File: config.mk
export PLATFORM = sky130hd
export DESIGN_NAME = alu_ctrl_issue
export DESIGN_NICKNAME = d
export VERILOG_FILES = /design/src/rtl/riscv_pkg.sv /design/src/rtl/alu_ctrl_decode.sv /design/src/rtl/alu_ctrl_issue.sv
export SDC_FILE = /design/constraint.sdc
export NUM_CORES = 1
export LEC_CHECK = 0
export BUFFER_PORTS_ARGS = -buffer_cell sky130_fd_sc_hd__buf_2
export CAP_MARGIN = 25
export CORE_UTILIZATION = 55
export DETAILED_ROUTE_END_ITERATION = 7
export GPL_TIMING_DRIVEN = 0
export PLACE_DENSITY = 0.79
export SYNTH_ARGS = -nofsm -noshare
export SYNTH_HDL_FRONTEND = slang
export SYNTH_SLANG_ARGS = --single-unit
File: constraint.sdc
create_clock -name clk -period 3.9 [get_ports clk]
set_clock_uncertainty 0.15 [all_clocks]
set_input_delay 0 -clock clk [delete_from_list [all_inputs] [get_ports clk]]
set_output_delay 0 -clock clk [all_outputs]
set_load 0.1 [all_outputs]
File: src/rtl/riscv_pkg.sv
// Shared RV32I constants and the decoded ALU request bundle
// used by the execute-stage issue logic.
package riscv_pkg;

  localparam int DATA_W = 32;

  localparam logic [2:0] ALU_ADD = 3'b000;
  localparam logic [2:0] ALU_SUB = 3'b001;
  localparam logic [2:0] ALU_SLL = 3'b010;
  localparam logic [2:0] ALU_SLT = 3'b011;
  localparam logic [2:0] ALU_XOR = 3'b100;
  localparam logic [2:0] ALU_SRL = 3'b101;
  localparam logic [2:0] ALU_OR  = 3'b110;
  localparam logic [2:0] ALU_AND = 3'b111;

  localparam logic [6:0] OP_R      = 7'b0110011;
  localparam logic [6:0] OP_I      = 7'b0010011;
  localparam logic [6:0] OP_LOAD   = 7'b0000011;
  localparam logic [6:0] OP_STORE  = 7'b0100011;
  localparam logic [6:0] OP_BRANCH = 7'b1100011;
  localparam logic [6:0] OP_LUI    = 7'b0110111;

  localparam logic [6:0] F7_BASE = 7'b0000000;
  localparam logic [6:0] F7_ALT  = 7'b0100000;

  typedef struct packed {
    logic              illegal;
    logic [2:0]        alu;
    logic [DATA_W-1:0] a;
    logic [DATA_W-1:0] b;
  } alu_req_t;

  function automatic logic [2:0] f3_alu(
    input logic [2:0] f3
  );
    logic [2:0] r;
    r = ALU_ADD;
    unique case (f3)
      3'b001:  r = ALU_SLL;
      3'b010:  r = ALU_SLT;
      3'b100:  r = ALU_XOR;
      3'b101:  r = ALU_SRL;
      3'b110:  r = ALU_OR;
      3'b111:  r = ALU_AND;
      default: r = ALU_ADD;
    endcase
    return r;
  endfunction

endpackage

File: src/rtl/alu_ctrl_decode.sv
// Combinational RV32I decode into alucontrol and ALU operands.
// Anything the ALU cannot execute comes out as a zeroed illegal request.
module alu_ctrl_decode
  import riscv_pkg::*;
(
  input  logic [31:0]       instr,
  input  logic [DATA_W-1:0] rs1_val,
  input  logic [DATA_W-1:0] rs2_val,
  output alu_req_t          req
);

  logic [6:0]        opcode;
  logic [2:0]        f3;
  logic [6:0]        f7;
  logic [DATA_W-1:0] imm_i;
  logic [DATA_W-1:0] imm_s;
  logic [DATA_W-1:0] shamt;
  logic              legal;
  logic [2:0]        alu;
  logic [DATA_W-1:0] a;
  logic [DATA_W-1:0] b;

  assign opcode = instr[6:0];
  assign f3     = instr[14:12];
  assign f7     = instr[31:25];
  assign imm_i  = {{20{instr[31]}}, instr[31:20]};
  assign imm_s  = {{20{instr[31]}}, instr[31:25], instr[11:7]};
  assign shamt  = {27'b0, instr[24:20]};

  always_comb begin
    legal = 1'b0;
    alu   = ALU_ADD;
    a     = '0;
    b     = '0;
    case (opcode)
      OP_R: begin
        legal = (f3 != 3'b011) &&
                ((f7 == F7_BASE) ||
                 ((f7 == F7_ALT) && (f3 == 3'b000)));
        alu   = (f3 == 3'b000) ?
                ((f7 == F7_ALT) ? ALU_SUB : ALU_ADD) :
                f3_alu(f3);
        a     = rs1_val;
        b     = rs2_val;
      end
      OP_I: begin
        legal = (f3 != 3'b011) &&
                !((f3 == 3'b101) && (f7 == F7_ALT));
        alu   = f3_alu(f3);
        a     = rs1_val;
        b     = (f3 == 3'b001 || f3 == 3'b101) ? shamt : imm_i;
      end
      OP_LOAD: begin
        legal = 1'b1;
        a     = rs1_val;
        b     = imm_i;
      end
      OP_STORE: begin
        legal = 1'b1;
        a     = rs1_val;
        b     = imm_s;
      end
      OP_BRANCH: begin
        legal = 1'b1;
        alu   = ALU_SUB;
        a     = rs1_val;
        b     = rs2_val;
      end
      OP_LUI: begin
        legal = 1'b1;
        b     = {instr[31:12], 12'b0};
      end
      default: legal = 1'b0;
    endcase
    req = '0;
    if (legal) req = '{illegal: 1'b0, alu: alu, a: a, b: b};
    else       req.illegal = 1'b1;
  end

endmodule

File: src/rtl/alu_ctrl_issue.sv
// Execute-stage issue: decoded ALU request behind a main+skid buffer.
// in_ready depends only on the skid flop, never on out_ready.
module alu_ctrl_issue
  import riscv_pkg::*;
#(
  parameter int XLEN = DATA_W
) (
  input  logic            clk,
  input  logic            rst_n,
  input  logic            flush,
  input  logic            in_valid,
  output logic            in_ready,
  input  logic [31:0]     instr,
  input  logic [XLEN-1:0] rs1_val,
  input  logic [XLEN-1:0] rs2_val,
  output logic            out_valid,
  input  logic            out_ready,
  output logic [XLEN-1:0] op_a,
  output logic [XLEN-1:0] op_b,
  output logic [2:0]      alucontrol,
  output logic            illegal
);

  alu_req_t dec;
  alu_req_t main_q, main_d;
  alu_req_t skid_q, skid_d;
  logic     main_v_q, main_v_d;
  logic     skid_v_q, skid_v_d;
  logic     acc;
  logic     free;

  alu_ctrl_decode u_dec (
    .instr   (instr),
    .rs1_val (rs1_val),
    .rs2_val (rs2_val),
    .req     (dec)
  );

  assign in_ready = !skid_v_q;
  assign acc      = in_valid && !skid_v_q;
  assign free     = !main_v_q || out_ready;

  always_comb begin
    main_d   = main_q;
    skid_d   = skid_q;
    main_v_d = main_v_q;
    skid_v_d = skid_v_q;
    if (flush) begin
      main_v_d = 1'b0;
      skid_v_d = 1'b0;
    end else if (free) begin
      // Skid is older than any new input, so it refills main first.
      if (skid_v_q) begin
        main_d   = skid_q;
        main_v_d = 1'b1;
        skid_v_d = 1'b0;
      end else begin
        main_v_d = acc;
        if (acc) main_d = dec;
      end
    end else if (acc) begin
      skid_d   = dec;
      skid_v_d = 1'b1;
    end
  end

  always_ff @(posedge clk or negedge rst_n) begin
    if (!rst_n) begin
      main_q   <= '0;
      skid_q   <= '0;
      main_v_q <= 1'b0;
      skid_v_q <= 1'b0;
    end else begin
      main_q   <= main_d;
      skid_q   <= skid_d;
      main_v_q <= main_v_d;
      skid_v_q <= skid_v_d;
    end
  end

  assign out_valid  = main_v_q;
  assign op_a       = main_q.a;
  assign op_b       = main_q.b;
  assign alucontrol = main_q.alu;
  assign illegal    = main_q.illegal;

endmodule

======== After elaboration in Yosys (flattened, before gate mapping) ========
Index checks and enable logic that the tools add are counted.
operators by class
  eq/ne operators ......................... 14
  reduce and logical (&&, ||, !) cells .... 21
  mux-type cells .......................... 18
  bitwise gates (word level) .............. 2
operators by type and width
  operator              count
  $pmux W32 S5          1
  $mux W68              2
  $mux W67              1
  $mux W32              2
  $eq A7 B6 Y1 const B  4
  $pmux W3 S6           1
  $eq A3 B3 Y1 const B  4
  $pmux W3 S3           1
  $mux W1               8
  $eq A7 B2 Y1 const B  1
  $eq A7 B5 Y1 const B  1
  $eq A7 B7 Y1 const B  1
  $logic_not A7 Y1      1
  $reduce_and A3 Y1     2
  $logic_and A1 B1 Y1   5
  $reduce_or A5 Y1      1
  $reduce_bool A2 Y1    2
  $reduce_or A4 Y1      1
  $eq A3 B1 Y1 const B  1
  $eq A3 B2 Y1 const B  1
  $logic_not A1 Y1      3
  $logic_not A3 Y1      1
  $logic_or A1 B1 Y1    3
  $mux W3               1
  5 further kinds       6
storage, ports and cells
  word-level logic and storage cells ...... 65
  bits in registers ....................... 138
  output and inout bits ................... 70

======== Logic depth before layout (Yosys ltp) ========
  depth after elaboration ................. 8
  gate-level depth with buffers ........... 8

======== Hierarchy ========
A second synthesis with hierarchy kept.
second synthesis, totals
  cell total of the unflattened synthesis .. 567
  area total of the unflattened synthesis .. 7343.3 sq um
by module, submodules not included
  module           cells an instance  instances  area each (sq um)
  alu_ctrl_issue   373                1          6052.1
  alu_ctrl_decode  194                1          1291.2

======== Worst setup path after synthesis ========
Ideal clock, no wire load.
  path kind ............................... flip-flop to flip-flop
  start point ............................. register main_v_q (netlist: out_valid)
  end point ............................... register main_q (netlist bit op_b[1])
  cell stages (with the launch flop) ...... 8
  library setup time ...................... 0.096 ns
  buffers on the path ..................... 3
  data arrival time ....................... 2.231 ns
  path slack .............................. 1.423 ns
  cell sequence ........................... dfrtp_1 > nor2b_1 > or3_1 > clkbuf_1 > clkbuf_1 > clkbuf_1 > a21oi_1 > o31ai_1
on the way
  cells in the longest elaborated chain, start to end .. 3
ends and longest elaborated chain
  what                                RTL line              RTL
  from (decl)                         alu_ctrl_issue.sv:27  logic main_v_q, main_v_d;
  from (signal assigned)              alu_ctrl_issue.sv:76  main_v_q <= main_v_d;
  $logic_not A1 Y1                    alu_ctrl_issue.sv:41  assign free = !main_v_q || out_ready;
  $logic_or A1 B1 Y1                  alu_ctrl_issue.sv:41
  $reduce_and A3 Y1 (no source line)  -
  to (signal assigned)                alu_ctrl_issue.sv:74  main_q <= main_d;
  to (decl)                           alu_ctrl_issue.sv:25  alu_req_t main_q, main_d;
No other way between the ends.
A chain may end at the register's enable or synchronous reset.

======== Final worst setup path ========
  start point ............................. register skid_v_q
  end point ............................... register main_q (netlist bit op_b[3])
on the way
  cells in the longest elaborated chain, start to end .. 4
  elaborated cells on any way between the ends .. 5
  classes of those cells .................. mux: 1; reduce/logical: 4
ends and longest elaborated chain
  what                                 RTL line              RTL
  from (decl)                          alu_ctrl_issue.sv:28  logic skid_v_q, skid_v_d;
  from (signal assigned)               alu_ctrl_issue.sv:77  skid_v_q <= skid_v_d;
  $logic_not A1 Y1                     alu_ctrl_issue.sv:40  assign acc = in_valid && !skid_v_q;
  $logic_and A1 B1 Y1                  alu_ctrl_issue.sv:40
  $reduce_bool A2 Y1 (no source line)  -
  $reduce_and A3 Y1 (no source line)   -
Parallel ways exist; a longest one is shown, timed or not.

==> flow_summary.toml <==
[synth]
synth_area_sq_mm = 0.00674
synth_area_leaders = "dfrtp_1 (51%), o31ai_1 (12%), and3_1 (6.6%)"
syn_avg_cell_area_sq_um = 9.93
syn_inst = 678
ys_warn_count = 0
synthArstFlopShare_pct = 100
yosysTopAreaCell = "dfrtp_1"
ys_seq_area_share_pct = 51.3
ys_types = 38
synth-edff-count = 0
syn_nets = 779
synth_top_area_share_pct = 51.3
synth_seq_cells = 138
synth_ff_type = "dfrtp_1"

[routing]
drt_pass1_iterations = 7
viasPerCell = 6.11
wl_um = 21300
wl_per_cell_um = 19.0
via_count = 6850
drcViolationCount = 0
dr.first_iter.drc_count = 706
drtAntennaViolNets = 0

[placement]
place_ws_ns = 0.896
dp.cells = 993
routabilityCongestion = 0.977
placed_cell_area_sq_mm = 0.00779
port_buffers = 167
dp_hpwl_um = 14200

[cells_and_area]
num_antenna_cells = 0
fin_cells = 1122
fin_area_sq_mm = 0.00935
final_common_cell = "buf_2"
layout_common_cells = "buf_2 (168), dfrtp_1 (138), o31ai_1 (105)"
syn2layout_area_growth_pct = 38.8
drive_gt1_share_pct = 24.5
final_nets = 1063

[setup_path]
crit_type = "reg -> reg"
path_common_cell = "clkbuf_1"
cp_cell_sequence = "clkbuf_1 > nor2_1 > nor3_1 > nand2_1 > clkbuf_1 > buf_1 > o31ai_1"
worstPathRequired_ns = 4.06
endpoint_kind = "register"
slowest_stage = "nor3_1"
cp-start-kind = "register"
critPathMaxStageDelay_ns = 0.70
reg2reg_slack_ns = 0.80
crit_arrival_ns = 3.26
r2r-start = "skid_v_q$_DFFE_PN0P_"
critical_path_peak_fanout = 10
regToRegEndpoint = "op_b[3]$_DFFE_PN0P_"
r2r_cells = 7

[power_and_ir_drop]
ir_drop_uv = 283
power.leakage_nw = 4.43
powerDensity_mw_per_mm2 = 359

[job]
cap_violations = 0

[sta]
slew_viol_final = 0
hold_viol_final = 0
rsz0062_at_grt = "false"
fmax_mhz = 323
layout_setup_ws_ns = 0.804
tightest_slew_ns = 0.864
setup_viol = 0
post-route-period-util_pct = 79.4
relSlewSlack_pct = 41.9
fin_setup_tns_ns = 0
fin_crit_ns = 3.10

[floorplanning]
rows = 40
die_w_um = 113
die_area_sq_mm = 0.0127
core_area_sq_mm = 0.0120
start_util_pct = 56.3
ios = 171
die_h_um = 113

[clock_network]
cts.sinks = 138
ctsResizeCount = 0
cts_hold_buf = 97
clock_latency_ns = 0.42
htreeDepth = 4
cts_buffer_depth = 2
cts_root_buf = "clkbuf_16"
cts.clk_slew.worst_paths_ns = 0.06
cts_tree = "built"
numCtsBuffers = 17
post_cts_buffers = 0

[min_path]
hold_end = "op_b[1]$_DFFE_PN0P_"
hold_depth = 5
worstHoldPathType = "in -> reg"
hold_start = "instr[8]"

[grt]
grt_max_degree = 108
antenna_found_initial = 0
grt_pass1_wl_um = 34400
grt_overflow = 0
grt_pass1_vias = 6842
grtUsageTotal_pct = 35.0

[run_status]
status = "complete, no violations"
## worst max-delay path: cells and delay by family (launching register included)
family	cells	cell delay (ns)
flops	1	0.32
simple gates	3	1.05
buf+inv	3	1.11
compound gates	1	0.37
## routing by layer
| metal | vias up | track usage (%) | wire length (um) |
|---|---|---|---|
| met5 | - | 0 | 0 |
| met4 | 0 | 13.6 | 566 |
| met2 | 375 | 58.5 | 10500 |
| li1 | 3102 | - | - |
| met1 | 3324 | 45.3 | 8730 |
| met3 | 49 | 6.21 | 1470 |
## layout make-up
type,instances,area [sq um]
flip-flops and latches,138,3450
repair buffers,265,1850
clock buffers,19,433
fillers,783,2610
well taps,147,184
multi-input cells,457,2890
clock inverters,13,148
plain buffers,76,363
inverters,7,26.3
## registers in the layout, indices dropped and copies added (netlist names)
signal,flops
alucontrol,3
out_valid,1
op_b,32
skid_q,68
illegal,1
op_a,32
skid_v_q,1
## worst max-delay path by stage
stage	start	to	slack, ns	cells after the start
detailed placement	skid_v_q$_DFFE_PN0P_	op_b[3]$_DFFE_PN0P_	0.90	7
global route	skid_v_q$_DFFE_PN0P_	op_b[3]$_DFFE_PN0P_	0.61	7
CTS	skid_v_q$_DFFE_PN0P_	op_b[3]$_DFFE_PN0P_	0.83	7
floorplan	out_valid$_DFFE_PN0N_	op_b[1]$_DFFE_PN0P_	1.42	7
finish	skid_v_q$_DFFE_PN0P_	op_b[3]$_DFFE_PN0P_	0.80	7
global placement	rst_n	op_b[21]$_DFFE_PN0P_	0.91	1
## cells in the mapped netlist (2+ instances only)
cell      count
nand3_1       3
and3_1       71
mux2_2        2
a32oi_1       6
o21ai_0       9
clkbuf_1     63
o31ai_2      24
a221o_1       2
nand3b_1      3
a221oi_1     20
dfrtp_1     138
a22oi_1       5
nor2b_1       6
inv_1         7
o31a_1        2
nor3_1        7
buf_2         2
nand2_1     104
buf_6        10
nor2_1        5
a21oi_1      68
o31ai_1     105
## report_power, final
part	internal, W	switching [W]	total, W
Sequential	0.00144	0.00000368	0.00144
Clock	0.000945	0.000638	0.00158
Combinational	0.000128	0.000203	0.000331
Total	0.00251	0.000844	0.00336
## kinds of logic (layout without fill, tap and decap cells)
group                  after synthesis  after routing  share of synthesized area, %
AO/OA/AOI/OAI                      246            246                          27.0
AND/OR/NAND/NOR                    207            207                          15.3
flip-flops                         138            138                          51.3
buffers and inverters               83            380                          5.78
XOR/XNOR                             2              2                         0.260
multiplexers                         2              2                         0.334
## stage by stage
stage	util [%]	power, W	hold WS (ns)
3_3_place_gp	64.8	0.00172	0.0534
6_report	78.2	0.00336	0.0359
4_1_cts	78.2	0.00334	0.00667
3_5_place_dp	65.1	0.00173	-0.248
5_1_grt	78.2	0.00344	0.0602
2_1_floorplan	-	0.00159	-0.446
Note: power is estimated with default switching activity, not from simulation.
